===== src/rtl/traffic_display_scanner_pkg.sv =====
// traffic_disp_pkg: shared constants for the traffic display scanner.
//   - 7-segment glyphs, bit order {g,f,e,d,c,b,a}, active-high
//   - slot index encoding in scan order A_L, A_H, B_L, B_H
//   - one-hot anode patterns and a slot-to-anode helper
package traffic_disp_pkg;

    typedef logic [1:0] slot_t;

    localparam logic [6:0] SEG_0     = 7'b0111111;
    localparam logic [6:0] SEG_1     = 7'b0000110;
    localparam logic [6:0] SEG_2     = 7'b1011011;
    localparam logic [6:0] SEG_3     = 7'b1001111;
    localparam logic [6:0] SEG_4     = 7'b1100110;
    localparam logic [6:0] SEG_5     = 7'b1101101;
    localparam logic [6:0] SEG_6     = 7'b1111101;
    localparam logic [6:0] SEG_7     = 7'b0000111;
    localparam logic [6:0] SEG_8     = 7'b1111111;
    localparam logic [6:0] SEG_9     = 7'b1101111;
    localparam logic [6:0] SEG_DASH  = 7'b1000000;
    localparam logic [6:0] SEG_BLANK = 7'b0000000;

    localparam slot_t SLOT_AL = 2'd0;
    localparam slot_t SLOT_AH = 2'd1;
    localparam slot_t SLOT_BL = 2'd2;
    localparam slot_t SLOT_BH = 2'd3;

    localparam logic [3:0] AN_OFF = 4'b0000;
    localparam logic [3:0] AN_AL  = 4'b0001;
    localparam logic [3:0] AN_AH  = 4'b0010;
    localparam logic [3:0] AN_BL  = 4'b0100;
    localparam logic [3:0] AN_BH  = 4'b1000;

    function automatic logic [3:0] slot_an(slot_t s);
        logic [3:0] an;
        an = AN_OFF;
        unique case (s)
            SLOT_AL: an = AN_AL;
            SLOT_AH: an = AN_AH;
            SLOT_BL: an = AN_BL;
            SLOT_BH: an = AN_BH;
            default: an = AN_OFF;
        endcase
        return an;
    endfunction

endpackage


===== src/rtl/traffic_display_scanner_if.sv =====
// traffic_display_scanner_if: bundle between the traffic controller side and the scanner.
//   Controller side : A_Time_L/H, B_Time_L/H (BCD), A_Light, B_Light
//   Display side    : SEG[6:0], AN[3:0], A_Red, A_Green, B_Red, B_Green, FAULT
//   master = producer of times/lights and consumer of display drives; slave = the scanner.
interface traffic_display_scanner_if;
    logic [3:0] A_Time_L;
    logic [3:0] A_Time_H;
    logic [3:0] B_Time_L;
    logic [3:0] B_Time_H;
    logic       A_Light;
    logic       B_Light;
    logic [6:0] SEG;
    logic [3:0] AN;
    logic       A_Red;
    logic       A_Green;
    logic       B_Red;
    logic       B_Green;
    logic       FAULT;

    modport master (
        output A_Time_L, A_Time_H, B_Time_L, B_Time_H, A_Light, B_Light,
        input  SEG, AN, A_Red, A_Green, B_Red, B_Green, FAULT
    );

    modport slave (
        input  A_Time_L, A_Time_H, B_Time_L, B_Time_H, A_Light, B_Light,
        output SEG, AN, A_Red, A_Green, B_Red, B_Green, FAULT
    );
endinterface


===== src/rtl/traffic_display_scanner_decoder.sv =====
// bcd_seg_decoder: combinational BCD digit to 7-segment glyph.
//   digit [3:0] in  : BCD value; 10..15 render as a dash
//   blank       in  : forces all segments off
//   seg   [6:0] out : {g,f,e,d,c,b,a}, active-high
module bcd_seg_decoder
    import traffic_disp_pkg::*;
(
    input  logic [3:0] digit,
    input  logic       blank,
    output logic [6:0] seg
);
    always_comb begin
        seg = SEG_BLANK;
        if (!blank) begin
            case (digit)
                4'd0:    seg = SEG_0;
                4'd1:    seg = SEG_1;
                4'd2:    seg = SEG_2;
                4'd3:    seg = SEG_3;
                4'd4:    seg = SEG_4;
                4'd5:    seg = SEG_5;
                4'd6:    seg = SEG_6;
                4'd7:    seg = SEG_7;
                4'd8:    seg = SEG_8;
                4'd9:    seg = SEG_9;
                default: seg = SEG_DASH;
            endcase
        end
    end
endmodule


===== src/rtl/traffic_display_scanner.sv =====
// traffic_display_scanner: 4-digit multiplexed 7-segment scanner plus road lamps.
//   CLK  in  : system clock
//   R    in  : synchronous reset, active-high
//   bus  slave modport of traffic_display_scanner_if:
//        times/lights in; SEG, AN, lamps, FAULT out (all registered)
// Digits are shadowed at each frame start (slot 0), high digits of 0 are blanked,
// the green road blinks when its remaining time is 1..BLINK_THRESH, and a green/green
// conflict latches FAULT and forces both roads red until reset.
module traffic_display_scanner
    import traffic_disp_pkg::*;
#(
    parameter int unsigned SCAN_DIV     = 1000,
    parameter int unsigned GUARD        = 2,
    parameter int unsigned BLINK_FRAMES = 64,
    parameter int unsigned BLINK_THRESH = 3
) (
    input logic                     CLK,
    input logic                     R,
    traffic_display_scanner_if.slave bus
);
    localparam logic [15:0] DIV_MAX = 16'(SCAN_DIV - 1);

    logic [15:0]      div_q, div_d;
    slot_t            slot_q, slot_d;
    logic [7:0]       frame_q, frame_d;
    logic             phase_q, phase_d;
    logic [3:0][3:0]  digits_q, digits_d;  // index = slot: A_L, A_H, B_L, B_H
    logic [6:0]       seg_q, seg_d;
    logic [3:0]       an_q, an_d;
    logic             a_red_q, a_green_q, b_red_q, b_green_q, fault_q;
    logic             a_red_d, a_green_d, b_red_d, b_green_d, fault_d;

    logic             wrap, frame_start;
    logic [3:0]       grp_hi, grp_lo, dec_digit;
    logic [6:0]       grp_val, dec_seg;
    logic             grp_light, blink_dark, dec_blank;

    // Everything below looks at the slot being entered (slot_d) with the
    // freshly loaded shadows and updated phase, so simultaneous events agree.
    always_comb begin
        wrap        = (div_q == DIV_MAX);
        div_d       = wrap ? 16'd0 : div_q + 16'd1;
        slot_d      = wrap ? slot_q + 2'd1 : slot_q;
        frame_start = wrap && (slot_q == SLOT_BH);
        digits_d    = digits_q;
        frame_d     = frame_q;
        phase_d     = phase_q;
        if (frame_start) begin
            digits_d = {bus.B_Time_H, bus.B_Time_L, bus.A_Time_H, bus.A_Time_L};
            if (({1'b0, frame_q} + 9'd1) == 9'(BLINK_FRAMES)) begin
                frame_d = 8'd0;
                phase_d = ~phase_q;
            end else begin
                frame_d = frame_q + 8'd1;
            end
        end

        grp_lo     = digits_d[{slot_d[1], 1'b0}];
        grp_hi     = digits_d[{slot_d[1], 1'b1}];
        grp_light  = slot_d[1] ? bus.B_Light : bus.A_Light;
        grp_val    = {grp_hi, 3'b000} + {2'b00, grp_hi, 1'b0} + {3'b000, grp_lo};
        blink_dark = grp_light && (grp_hi <= 4'd9) && (grp_lo <= 4'd9) &&
                     (grp_val != 7'd0) && (grp_val <= 7'(BLINK_THRESH)) && phase_d;

        dec_digit = digits_d[slot_d];
        dec_blank = slot_d[0] && (dec_digit == 4'd0);
        seg_d     = wrap ? dec_seg : seg_q;

        an_d = an_q;
        if (wrap) begin
            an_d = AN_OFF;
        end
        // GUARD = 0 lands on the wrap edge and overrides the blanking above.
        if (div_d == 16'(GUARD)) begin
            an_d = blink_dark ? AN_OFF : slot_an(slot_d);
        end

        fault_d   = fault_q | (bus.A_Light & bus.B_Light);
        a_green_d = ~fault_d & bus.A_Light;
        a_red_d   = fault_d | ~bus.A_Light;
        b_green_d = ~fault_d & bus.B_Light;
        b_red_d   = fault_d | ~bus.B_Light;
    end

    bcd_seg_decoder u_dec (
        .digit (dec_digit),
        .blank (dec_blank),
        .seg   (dec_seg)
    );

    always_ff @(posedge CLK) begin
        if (R) begin
            div_q     <= DIV_MAX;
            slot_q    <= SLOT_BH;
            frame_q   <= 8'd0;
            phase_q   <= 1'b0;
            digits_q  <= '0;
            seg_q     <= SEG_BLANK;
            an_q      <= AN_OFF;
            a_red_q   <= 1'b0;
            a_green_q <= 1'b0;
            b_red_q   <= 1'b0;
            b_green_q <= 1'b0;
            fault_q   <= 1'b0;
        end else begin
            div_q     <= div_d;
            slot_q    <= slot_d;
            frame_q   <= frame_d;
            phase_q   <= phase_d;
            digits_q  <= digits_d;
            seg_q     <= seg_d;
            an_q      <= an_d;
            a_red_q   <= a_red_d;
            a_green_q <= a_green_d;
            b_red_q   <= b_red_d;
            b_green_q <= b_green_d;
            fault_q   <= fault_d;
        end
    end

    assign bus.SEG     = seg_q;
    assign bus.AN      = an_q;
    assign bus.A_Red   = a_red_q;
    assign bus.A_Green = a_green_q;
    assign bus.B_Red   = b_red_q;
    assign bus.B_Green = b_green_q;
    assign bus.FAULT   = fault_q;
endmodule


===== src/flat_wrapper.sv =====
// flat-port wrapper written by rule: the top's interface ports become plain ports
module traffic_display_scanner_flat import traffic_disp_pkg::*;
#(
    parameter int unsigned SCAN_DIV     = 1000,
    parameter int unsigned GUARD        = 2,
    parameter int unsigned BLINK_FRAMES = 64,
    parameter int unsigned BLINK_THRESH = 3
)
  (CLK, R, bus_A_Time_L, bus_A_Time_H, bus_B_Time_L, bus_B_Time_H, bus_A_Light, bus_B_Light, bus_SEG, bus_AN, bus_A_Red, bus_A_Green, bus_B_Red, bus_B_Green, bus_FAULT);
  traffic_display_scanner_if bus_i ();
  input logic CLK;
  input logic R;
  input wire logic [$bits(bus_i.A_Time_L)-1:0] bus_A_Time_L;
  input wire logic [$bits(bus_i.A_Time_H)-1:0] bus_A_Time_H;
  input wire logic [$bits(bus_i.B_Time_L)-1:0] bus_B_Time_L;
  input wire logic [$bits(bus_i.B_Time_H)-1:0] bus_B_Time_H;
  input wire logic [$bits(bus_i.A_Light)-1:0] bus_A_Light;
  input wire logic [$bits(bus_i.B_Light)-1:0] bus_B_Light;
  output wire logic [$bits(bus_i.SEG)-1:0] bus_SEG;
  output wire logic [$bits(bus_i.AN)-1:0] bus_AN;
  output wire logic [$bits(bus_i.A_Red)-1:0] bus_A_Red;
  output wire logic [$bits(bus_i.A_Green)-1:0] bus_A_Green;
  output wire logic [$bits(bus_i.B_Red)-1:0] bus_B_Red;
  output wire logic [$bits(bus_i.B_Green)-1:0] bus_B_Green;
  output wire logic [$bits(bus_i.FAULT)-1:0] bus_FAULT;
  assign bus_i.A_Time_L = bus_A_Time_L;
  assign bus_i.A_Time_H = bus_A_Time_H;
  assign bus_i.B_Time_L = bus_B_Time_L;
  assign bus_i.B_Time_H = bus_B_Time_H;
  assign bus_i.A_Light = bus_A_Light;
  assign bus_i.B_Light = bus_B_Light;
  assign bus_SEG = bus_i.SEG;
  assign bus_AN = bus_i.AN;
  assign bus_A_Red = bus_i.A_Red;
  assign bus_A_Green = bus_i.A_Green;
  assign bus_B_Red = bus_i.B_Red;
  assign bus_B_Green = bus_i.B_Green;
  assign bus_FAULT = bus_i.FAULT;
  traffic_display_scanner #(.SCAN_DIV(SCAN_DIV), .GUARD(GUARD), .BLINK_FRAMES(BLINK_FRAMES), .BLINK_THRESH(BLINK_THRESH)) u_core (.CLK(CLK), .R(R), .bus(bus_i));
endmodule

===== config.mk =====
export PLATFORM = sky130hd
export DESIGN_NAME = traffic_display_scanner_flat
export DESIGN_NICKNAME = d
export VERILOG_FILES = /design/src/rtl/traffic_display_scanner_pkg.sv /design/src/rtl/traffic_display_scanner_if.sv /design/src/rtl/traffic_display_scanner_decoder.sv /design/src/rtl/traffic_display_scanner.sv /design/src/flat_wrapper.sv
export SDC_FILE = /design/constraint.sdc
export NUM_CORES = 1
export LEC_CHECK = 0
export CAP_MARGIN = 5
export CORE_MARGIN = 3
export CORE_UTILIZATION = 64
export CTS_BUF_LIST = sky130_fd_sc_hd__clkbuf_4 sky130_fd_sc_hd__clkbuf_8
export CTS_CLUSTER_SIZE = 16
export DETAILED_ROUTE_END_ITERATION = 8
export GPL_ROUTABILITY_DRIVEN = 0
export PLACE_DENSITY = 0.88
export SYNTH_ARGS = -nofsm -noshare
export SYNTH_HDL_FRONTEND = slang
export SYNTH_HIERARCHICAL = 1
export SYNTH_SLANG_ARGS = --single-unit

===== constraint.sdc =====
create_clock -name CLK -period 11.85 [get_ports CLK]
set_input_delay 2.37 -clock CLK [delete_from_list [all_inputs] [get_ports CLK]]
set_output_delay 2.37 -clock CLK [all_outputs]
set_load 0.02 [all_outputs]

==> flow_metrics.py, run 1 <==
metrics = {
    "outcome": {
        "outcome": "finished, final reports clean",
    },
    "critical_path": {
        "cp-endpoint": "u_core/bus.AN[2]",
        "r2r-end": "u_core/bus.AN[2]",
        "critPathArrivalTime_ns": 6.17,
        "crit_path_start_kind": "input port",
        "r2r_cells": 15,
        "worstPathMaxFanout": 4,
        "cp-end-kind": "flop",
        "required_ns": 12.07,
        "reg2reg_from": "u_core/div_q[0]",
        "r2r_slack_ns": 6.64,
        "startpoint": "bus_B_Time_L[2]",
        "path_class": "in2reg",
    },
    "timing": {
        "finalSetupTns_ns": 0,
        "fin_crit_ns": 5.95,
        "timing.final.ws_setup_ns": 5.90,
        "relSlewSlack_pct": 36.4,
        "period_share_pct": 50.2,
        "fmax_mhz": 168,
        "setup_viol": 0,
        "grt_setup_unrepaired": "no",
        "worstMarginPinSlew_ns": 0.951,
        "hold_violations": 0,
        "report.final.slew_viol_count": 0,
        "finClkSkew_ns": 0.00961,
    },
    "logic_synthesis": {
        "synthFlopType": "dfxtp_1",
        "async_flop_share_pct": 0,
        "synth.distinct_cells": 56,
        "syn_area_per_cell_um2": 8.20,
        "syn_inst": 432,
        "syn_nets": 470,
        "yosysSeqAreaShare_pct": 33.3,
        "syn-cell-area_um2": 3540,
        "yosys_warnings": 6,
        "ys_ff_latch": 59,
        "synth_edf_count": 0,
    },
    "detailed_routing": {
        "drc_errors": 0,
        "ant_nets": 0,
        "drt-pass1-iter-count": 5,
        "first_iter_violations": 197,
        "via_count": 3140,
        "wl_per_cell_um": 15.3,
        "vias_per_cell": 5.94,
        "wl_um": 8100,
    },
    "finish": {
        "synthToLayoutAreaGrowth_pct": 15.4,
        "layout_common_cells": "68 x nand2_1, 59 x dfxtp_1, 36 x nor2_1",
        "antennaDiodeCount": 0,
        "drive_gt1_share_pct": 7.84,
        "fin_nets": 492,
        "fillers": 372,
        "final_common_cell": "nand2_1",
        "stdcell_area_um2": 4090,
        "final_util_pct": 78.0,
    },
    "clock_tree": {
        "clock_path_buffers": 2,
        "cts_buffers": 9,
        "post_cts.repair.setup_buffers": 0,
        "cts.sinks": 59,
        "holdBufCountCts": 0,
        "htree_levels": 3,
        "post_cts_resize_count": 0,
        "clk_pin_slew_ns": 0.06,
        "cts_tree": "built",
        "cts_root_buf": "clkbuf_8",
        "clock_latency_ns": 0.34,
    },
    "floorplan": {
        "pin_count": 36,
        "num_rows": 26,
        "start_util_pct": 67.6,
        "die_x_um": 80.4,
        "fp.dieH_um": 80.4,
        "die-area_um2": 6460,
        "core_um2": 5240,
    },
    "pwr": {
        "power_mw": 1.30,
        "power_leakage_nw": 1.64,
        "powerDensity_nw_per_um2": 319,
        "ir_worst_vdd_uv": 197,
    },
    "global_route": {
        "grt_max_degree": 53,
        "gr-total-overflow": 0,
        "grt_pass1_wl_um": 13300,
        "grt_pass1_vias": 2884,
        "antenna_found_initial": 0,
        "grt_usage_pct": 26.4,
    },
    "flow_run": {
        "cap_violations": 0,
    },
    "min_path": {
        "hp-class": "reg2reg",
    },
    "place": {
        "place_ws_ns": 5.59,
        "dp_hpwl_um": 5610,
        "place_area_um2": 3870,
        "port_buffers": 35,
    },
}
[cell type report]
type | instances | area (um^2) | share of cell area [%]
inverter | 12 | 45.0 | 1.10
tap | 70 | 87.6 | 2.14
clock buffer | 12 | 159 | 3.89
clock inverter | 4 | 48.8 | 1.19
sequential | 59 | 1180 | 28.9
multi-input combinational | 334 | 2190 | 53.7
timing repair buffer | 38 | 373 | 9.12
[worst min-delay path by stage]
stage          depth (start not counted)            endpoint  slack (ns)                from
3_5_place_dp                           2   u_core/bus.SEG[1]        0.44   u_core/bus.SEG[1]
2_1_floorplan                          2  u_core/digits_q[6]        0.44  u_core/digits_q[6]
6_report                               2   u_core/bus.SEG[1]        0.45   u_core/bus.SEG[1]
3_3_place_gp                           2   u_core/bus.SEG[2]        0.44   u_core/bus.SEG[2]
4_1_cts                                2   u_core/bus.SEG[1]        0.45   u_core/bus.SEG[1]
5_1_grt                                2   u_core/bus.SEG[1]        0.47   u_core/bus.SEG[1]
[synthesized netlist by cell type (3+ instances only)]
master | instances | area [um^2]
and4_1 | 4 | 35.0
nor4_1 | 7 | 43.8
dfxtp_1 | 59 | 1180
inv_1 | 10 | 37.5
nand3_1 | 12 | 60.1
clkbuf_1 | 11 | 41.3
a22o_1 | 4 | 35.0
o21ai_1 | 3 | 15.0
a21o_1 | 7 | 52.6
xor2_1 | 12 | 105
nand2b_1 | 9 | 56.3
mux2i_1 | 20 | 200
nand2_1 | 68 | 255
nor4b_1 | 3 | 26.3
buf_2 | 13 | 65.1
nor2b_1 | 9 | 56.3
nand4_1 | 6 | 37.5
o21ai_0 | 11 | 55.1
and2_1 | 3 | 18.8
nor2_1 | 36 | 135
a21oi_1 | 35 | 175
and3_1 | 5 | 31.3
mux4_2 | 4 | 90.1
ha_1 | 17 | 213
nor3_1 | 9 | 45.0
or2_2 | 6 | 37.5
xnor2_1 | 13 | 114
[flip-flops by register name, summed over array words and instances (netlist names)]
name and count:
u_core/bus.AN 4, u_core/bus.A_Green 1, u_core/bus.A_Red 1, u_core/bus.B_Green 1
u_core/bus.B_Red 1, u_core/bus.FAULT 1, u_core/bus.SEG 7, u_core/digits_q 16
u_core/div_q 16, u_core/frame_q 8, u_core/phase_q 1, u_core/slot_q 2
[routing by layer]
metal  vias to the layer above  wire [um]  global-route usage [%]
met3                        12        491                    5.72
met4                         0         88                    8.11
li1                       1549          -                       -
met2                       106       3990                    46.4
met5                         -          0                       0
met1                      1473       3540                    32.1
[report_power, final]
group | switching [mW] | internal, mW | total [mW]
sequential | 0.0466 | 0.240 | 0.286
combinational | 0.486 | 0.341 | 0.827
clock | 0.0801 | 0.111 | 0.191
total | 0.612 | 0.691 | 1.30
[critical path: stages]
cell             delay [ns]
clkdlybuf4s50_1        0.42
mux4_2                 0.47
o21ai_0                0.29
inv_1                  0.09
ha_1                   0.29
ha_1                   0.22
fa_1                   0.41
xor2_1                 0.17
or3_1                  0.29
or4_1                  0.52
a31oi_1                0.15
nand4b_1               0.22
a22o_1                 0.26
[through the flow]
stage	std cells	hold slack, ns
2_1_floorplan	432	0.437
3_3_place_gp	513	0.439
3_5_place_dp	513	0.444
4_1_cts	529	0.453
5_1_grt	529	0.465
6_report	529	0.450
[cells by family after synthesis]
logic type | share of synthesized area [%]
AND/OR/NAND/NOR | 25.4
AO/OA/AOI/OAI | 13.4
flip-flops | 33.3
buffers and inverters | 4.91
multiplexers | 9.78
XOR/XNOR | 6.64
adder cells (fa/ha/maj) | 6.57
No activity file was read; power rests on OpenSTA's default activity.
==> run 2: changes to the inputs <==
- CORE_UTILIZATION: 64 -> 59
- PLACE_DENSITY: 0.88 -> 0.82
- clock period: 11.85 -> 5.6 ns (I/O delays scaled with it)
==> flow_metrics.py, run 2 (synthesis results as in run 1) <==
metrics = {
    "critical_path": {
        "path_class": "reg2reg",
        "r2r_slack_ns": 0.79,
        "worstPathCellList": "ha_1, mux4_2, o21ai_0, inv_1, ha_1, ha_1, fa_1, xor2_1, or3_1, or4_1, a31oi_1, nand4b_1, a22o_1",
        "required_ns": 5.83,
        "critPathMaxStageDelay_ns": 0.63,
        "cp-end-kind": "flop",
        "crit_slowest_cell": "dfxtp_1",
        "r2r_cells": 13,
        "crit_path_start_kind": "flop",
        "worstPathMaxFanout": 9,
        "cp_common_cell": "ha_1",
        "reg2reg_from": "u_core/slot_q[1]",
        "r2r-end": "u_core/bus.AN[2]",
        "critPathArrivalTime_ns": 5.04,
    },
    "detailed_routing": {
        "wl_met3_um": 402,
        "wl_per_cell_um": 14.9,
        "drt-pass1-iter-count": 4,
        "vias_per_cell": 5.82,
        "drc_errors": 0,
        "highest_layer": "met4",
        "via_count": 3115,
        "ant_nets": 0,
        "wl_um": 7970,
        "wl_met2_um": 3710,
        "first_iter_violations": 178,
        "met1Wirelength_um": 3700,
    },
    "clock_tree": {
        "htree_levels": 3,
        "cts_buffers": 9,
        "post_cts_resize_count": 0,
        "cts_root_buf": "clkbuf_8",
        "cts_tree": "built",
        "cts.sinks": 59,
        "clock_latency_ns": 0.34,
        "post_cts.repair.setup_buffers": 0,
        "clock_path_buffers": 2,
        "clk_pin_slew_ns": 0.07,
        "holdBufCountCts": 0,
    },
    "timing": {
        "report.final.slew_viol_count": 0,
        "fin_crit_ns": 4.81,
        "fmax_mhz": 208,
        "setup_viol": 0,
        "finalSetupTns_ns": 0,
        "relSlewSlack_pct": 20.8,
        "period_share_pct": 85.9,
        "grt_setup_unrepaired": "no",
        "hold_violations": 0,
        "finClkSkew_ns": 0.00827,
        "worstMarginPinSlew_ns": 1.18,
    },
    "place": {
        "dp_hpwl_um": 5680,
        "dp_cells": 519,
        "port_buffers": 35,
    },
    "global_route": {
        "grt_max_degree": 30,
        "antenna_found_initial": 0,
        "grt_usage_pct": 23.7,
        "grt_pass1_vias": 3054,
        "gr-total-overflow": 0,
        "grt_pass1_wl_um": 13700,
    },
    "pwr": {
        "power_leakage_nw": 1.65,
        "powerDensity_nw_per_um2": 673,
        "ir_worst_vdd_uv": 377,
    },
    "min_path": {
        "whs_endpoint": "u_core/bus.SEG[5]",
        "min_from": "u_core/bus.SEG[5]",
        "hp-class": "reg2reg",
        "holdPathStages": 2,
    },
    "flow_run": {
        "cap_violations": 0,
    },
    "finish": {
        "register_area_um2": 1180,
        "reg.largest.list": "u_core/digits_q x16, u_core/div_q x16, u_core/frame_q x8",
        "final_util_pct": 72.7,
        "drive_gt1_share_pct": 8.42,
        "fillers": 425,
        "fin_nets": 496,
        "synthToLayoutAreaGrowth_pct": 15.9,
        "stdcell_count": 535,
        "layout_common_cells": "68 x nand2_1, 59 x dfxtp_1, 36 x nor2_1",
        "final_common_cell": "nand2_1",
        "antennaDiodeCount": 0,
        "multi_input_area_um2": 2190,
    },
    "floorplan": {
        "die-area_um2": 6970,
        "core_um2": 5640,
        "pin_count": 36,
        "start_util_pct": 62.8,
        "die_x_um": 83.5,
        "num_rows": 27,
        "fp.dieH_um": 83.5,
    },
    "outcome": {
        "outcome": "finished, final reports clean",
    },
}
run 2: cell types whose count changed in the layout (fill, tap and decap cells not counted), sizes merged:
cell,before,now
buf,3,7
clkinvlp,0,1
clkbuf,12,11
run 2: metrics by stage:
stage / hold slack, ns / worst slack (ns) / power (mW) / cell area [um^2]
2_1_floorplan: 0.437 / 1.27 / 1.96 / 3540
3_3_place_gp: 0.438 / 0.720 / 2.28 / 3910
3_5_place_dp: 0.445 / 0.559 / 2.33 / 3910
4_1_cts: 0.454 / 0.837 / 2.74 / 4100
5_1_grt: 0.488 / 0.597 / 2.98 / 4100
6_report: 0.453 / 0.789 / 2.76 / 4100
run 2: worst max-delay path by stage:
stage,endpoint,start,slack [ns]
6_report,u_core/bus.AN[2],u_core/slot_q[1],0.79
3_3_place_gp,u_core/bus.AN[2],bus_B_Time_L[2],0.72
5_1_grt,u_core/bus.AN[2],u_core/div_q[0],0.60
2_1_floorplan,u_core/bus.AN[2],bus_B_Time_L[2],1.27
4_1_cts,u_core/bus.AN[2],u_core/slot_q[1],0.84
3_5_place_dp,u_core/bus.AN[2],bus_B_Time_L[2],0.56
run 2: cell type report:
class,instances,area share (%)
multi-input cells,334,53.3
repair buffers,42,9.82
inverters,12,1.10
clock buffers,11,3.54
clock inverters,5,1.28
flip-flops and latches,59,28.8
well taps,72,2.20
run 2: critical path: cells and delay by family (launching register included):
kind	cells	cell delay, ns
xor+xnor	1	0.17
buf+inv	1	0.09
compound gates	3	0.76
simple gates	3	1.02
flops	1	0.63
mux	1	0.56
fa+ha+maj	4	1.48
run 2: report_power, final:
group          internal, mW  switching [mW]  leakage (nW)
clock                 0.220           0.170         0.103
combinational         0.752            1.01          1.06
sequential            0.507           0.100         0.481
run 2: per-layer routing:
| metal | vias to the layer above | GRT usage (%) |
|---|---|---|
| met5 | - | 0 |
| met4 | 0 | 9.50 |
| met3 | 18 | 4.44 |
| met2 | 98 | 39.9 |
| met1 | 1438 | 30.0 |
| li1 | 1561 | - |
==> run 3: changes to the inputs <==
- CAP_MARGIN: 5 -> 25
- HOLD_SLACK_MARGIN: not set -> 0.15
==> flow_metrics.py, run 3 (synthesis results as in run 1) <==
metrics = {
    "outcome": {
        "outcome": "finished, final reports clean",
    },
    "pwr": {
        "switchingPower_mw": 1.28,
        "powerDensity_nw_per_um2": 668,
        "power_leakage_nw": 1.66,
        "combPwrFrac_pct": 63.9,
        "power_mw": 2.76,
        "seqPwrFrac_pct": 22.0,
        "power_frac_clock_pct": 14.1,
        "switching_share_pct": 46.3,
        "power.internal_mw": 1.48,
        "ir_worst_vdd_uv": 376,
    },
    "clock_tree": {
        "holdBufCountCts": 0,
        "clock_path_buffers": 2,
        "cts_buffers": 9,
        "htree_levels": 3,
        "cts_tree": "built",
        "clock_latency_ns": 0.34,
        "post_cts_resize_count": 0,
        "post_cts.repair.setup_buffers": 0,
        "cts_root_buf": "clkbuf_8",
        "clk_pin_slew_ns": 0.07,
        "cts.sinks": 59,
    },
    "timing": {
        "fin_crit_ns": 4.81,
        "timing.final.ws_setup_ns": 0.789,
        "setup_viol": 0,
        "relSlewSlack_pct": 38.9,
        "grt_setup_unrepaired": "no",
        "hold_violations": 0,
        "report.final.slew_viol_count": 0,
        "worstMarginPinSlew_ns": 0.907,
        "period_share_pct": 85.9,
        "fmax_mhz": 208,
        "finClkSkew_ns": 0.00989,
        "finalSetupTns_ns": 0,
    },
    "critical_path": {
        "crit_slowest_cell": "dfxtp_1",
        "required_ns": 5.83,
        "cp-end-kind": "flop",
        "worstPathCellList": "ha_1, mux4_2, o21ai_0, inv_1, ha_1, ha_1, fa_1, xor2_1, or3_1, or4_1, a31oi_1, nand4b_1, a22o_1",
        "critPathMaxStageDelay_ns": 0.63,
        "path_class": "reg2reg",
        "cp_num_cells": 13,
        "cpLargestDelayFamily": "adder cells",
        "critical_path_buf_inv_count": 1,
        "r2r_slack_ns": 0.79,
        "critPathArrivalTime_ns": 5.05,
        "r2r_cells": 13,
        "crit_path_start_kind": "flop",
        "startpoint": "u_core/slot_q[1]",
        "r2r-end": "u_core/bus.AN[2]",
        "worstPathMaxFanout": 9,
        "cp-endpoint": "u_core/bus.AN[2]",
        "reg2reg_from": "u_core/slot_q[1]",
        "cp_common_cell": "ha_1",
    },
    "floorplan": {
        "start_util_pct": 62.8,
        "pin_count": 36,
        "fp.dieH_um": 83.5,
        "die_x_um": 83.5,
        "core_um2": 5640,
        "num_rows": 27,
        "die-area_um2": 6970,
    },
    "global_route": {
        "antenna_found_initial": 0,
        "gr-total-overflow": 0,
        "grt_usage_pct": 23.7,
        "grt_pass1_vias": 3054,
        "grt_max_degree": 30,
        "grt_pass1_wl_um": 13700,
    },
    "finish": {
        "final_common_cell": "nand2_1",
        "drive_gt1_share_pct": 8.62,
        "synthToLayoutAreaGrowth_pct": 16.6,
        "layout_common_cells": "68 x nand2_1, 59 x dfxtp_1, 36 x nor2_1",
        "reg.largest.list": "u_core/digits_q x16, u_core/div_q x16, u_core/frame_q x8",
        "fin_nets": 497,
        "antennaDiodeCount": 0,
    },
    "min_path": {
        "hp-class": "reg2reg",
        "min_from": "u_core/bus.SEG[5]",
    },
    "detailed_routing": {
        "ant_nets": 0,
        "first_iter_violations": 166,
        "drc_errors": 0,
        "drt-pass1-iter-count": 4,
        "wl_per_cell_um": 14.9,
        "wl_um": 7970,
        "vias_per_cell": 5.78,
        "via_count": 3096,
    },
    "place": {
        "dp_hpwl_um": 5680,
        "port_buffers": 35,
        "place_ws_ns": 0.559,
    },
    "flow_run": {
        "cap_violations": 0,
    },
}
==> run 3: cell types whose count changed in the layout (fill, tap and decap cells not counted) <==
cell	change
buf_16	+1
==> run 3: how the worst min path moves through the flow <==
stage / to / cells after the start
floorplan: u_core/digits_q[6] / 2
global placement: u_core/bus.SEG[4] / 2
detailed placement: u_core/bus.SEG[5] / 2
CTS: u_core/bus.SEG[5] / 2
global route: u_core/bus.SEG[4] / 2
finish: u_core/bus.SEG[5] / 2
==> run 3: through the flow <==
stage | instance area, um^2 | hold WS, ns | util, % | instances
after floorplan | 3540 | 0.437 | - | 432
after global placement | 3910 | 0.438 | 69.2 | 519
after detailed placement | 3910 | 0.445 | 69.2 | 519
after CTS | 4100 | 0.454 | 72.7 | 535
after global routing | 4130 | 0.488 | 73.2 | 536
final | 4130 | 0.453 | 73.2 | 536
==> run 3: worst register-to-register path: stages (launching register included) <==
cell and delay (ns):
dfxtp_1 0.63, ha_1 0.55, mux4_2 0.56, o21ai_0 0.37, inv_1 0.09, ha_1 0.28
ha_1 0.23, fa_1 0.42, xor2_1 0.17, or3_1 0.31, or4_1 0.52, a31oi_1 0.15
nand4b_1 0.18, a22o_1 0.25
==> run 3: routing by layer <==
metal	global-route usage, %	vias up	part of all wire (%)
li1	-	1563	-
met1	30.0	1423	45
met2	39.9	98	47
met3	4.44	12	6.3
met4	9.50	0	1.3
met5	0	-	0
==> run 3: cell type report <==
cell class,count,area [um^2]
sequential,59,1180
multi-input combinational,334,2190
clock buffer,11,145
clock inverter,5,52.6
fill,419,1510
timing repair buffer,43,430
tap,72,90.1
inverter,12,45.0
==> run 3: power groups by stage <==
| stage | logic, mW | clock network (mW) | registers [mW] |
|---|---|---|---|
| finish | 1.76 | 0.389 | 0.608 |
| global route | 1.95 | 0.413 | 0.621 |
| floorplan | 1.38 | 0 | 0.582 |
| CTS | 1.73 | 0.397 | 0.606 |
| detailed placement | 1.72 | 0 | 0.615 |
| global placement | 1.67 | 0 | 0.610 |
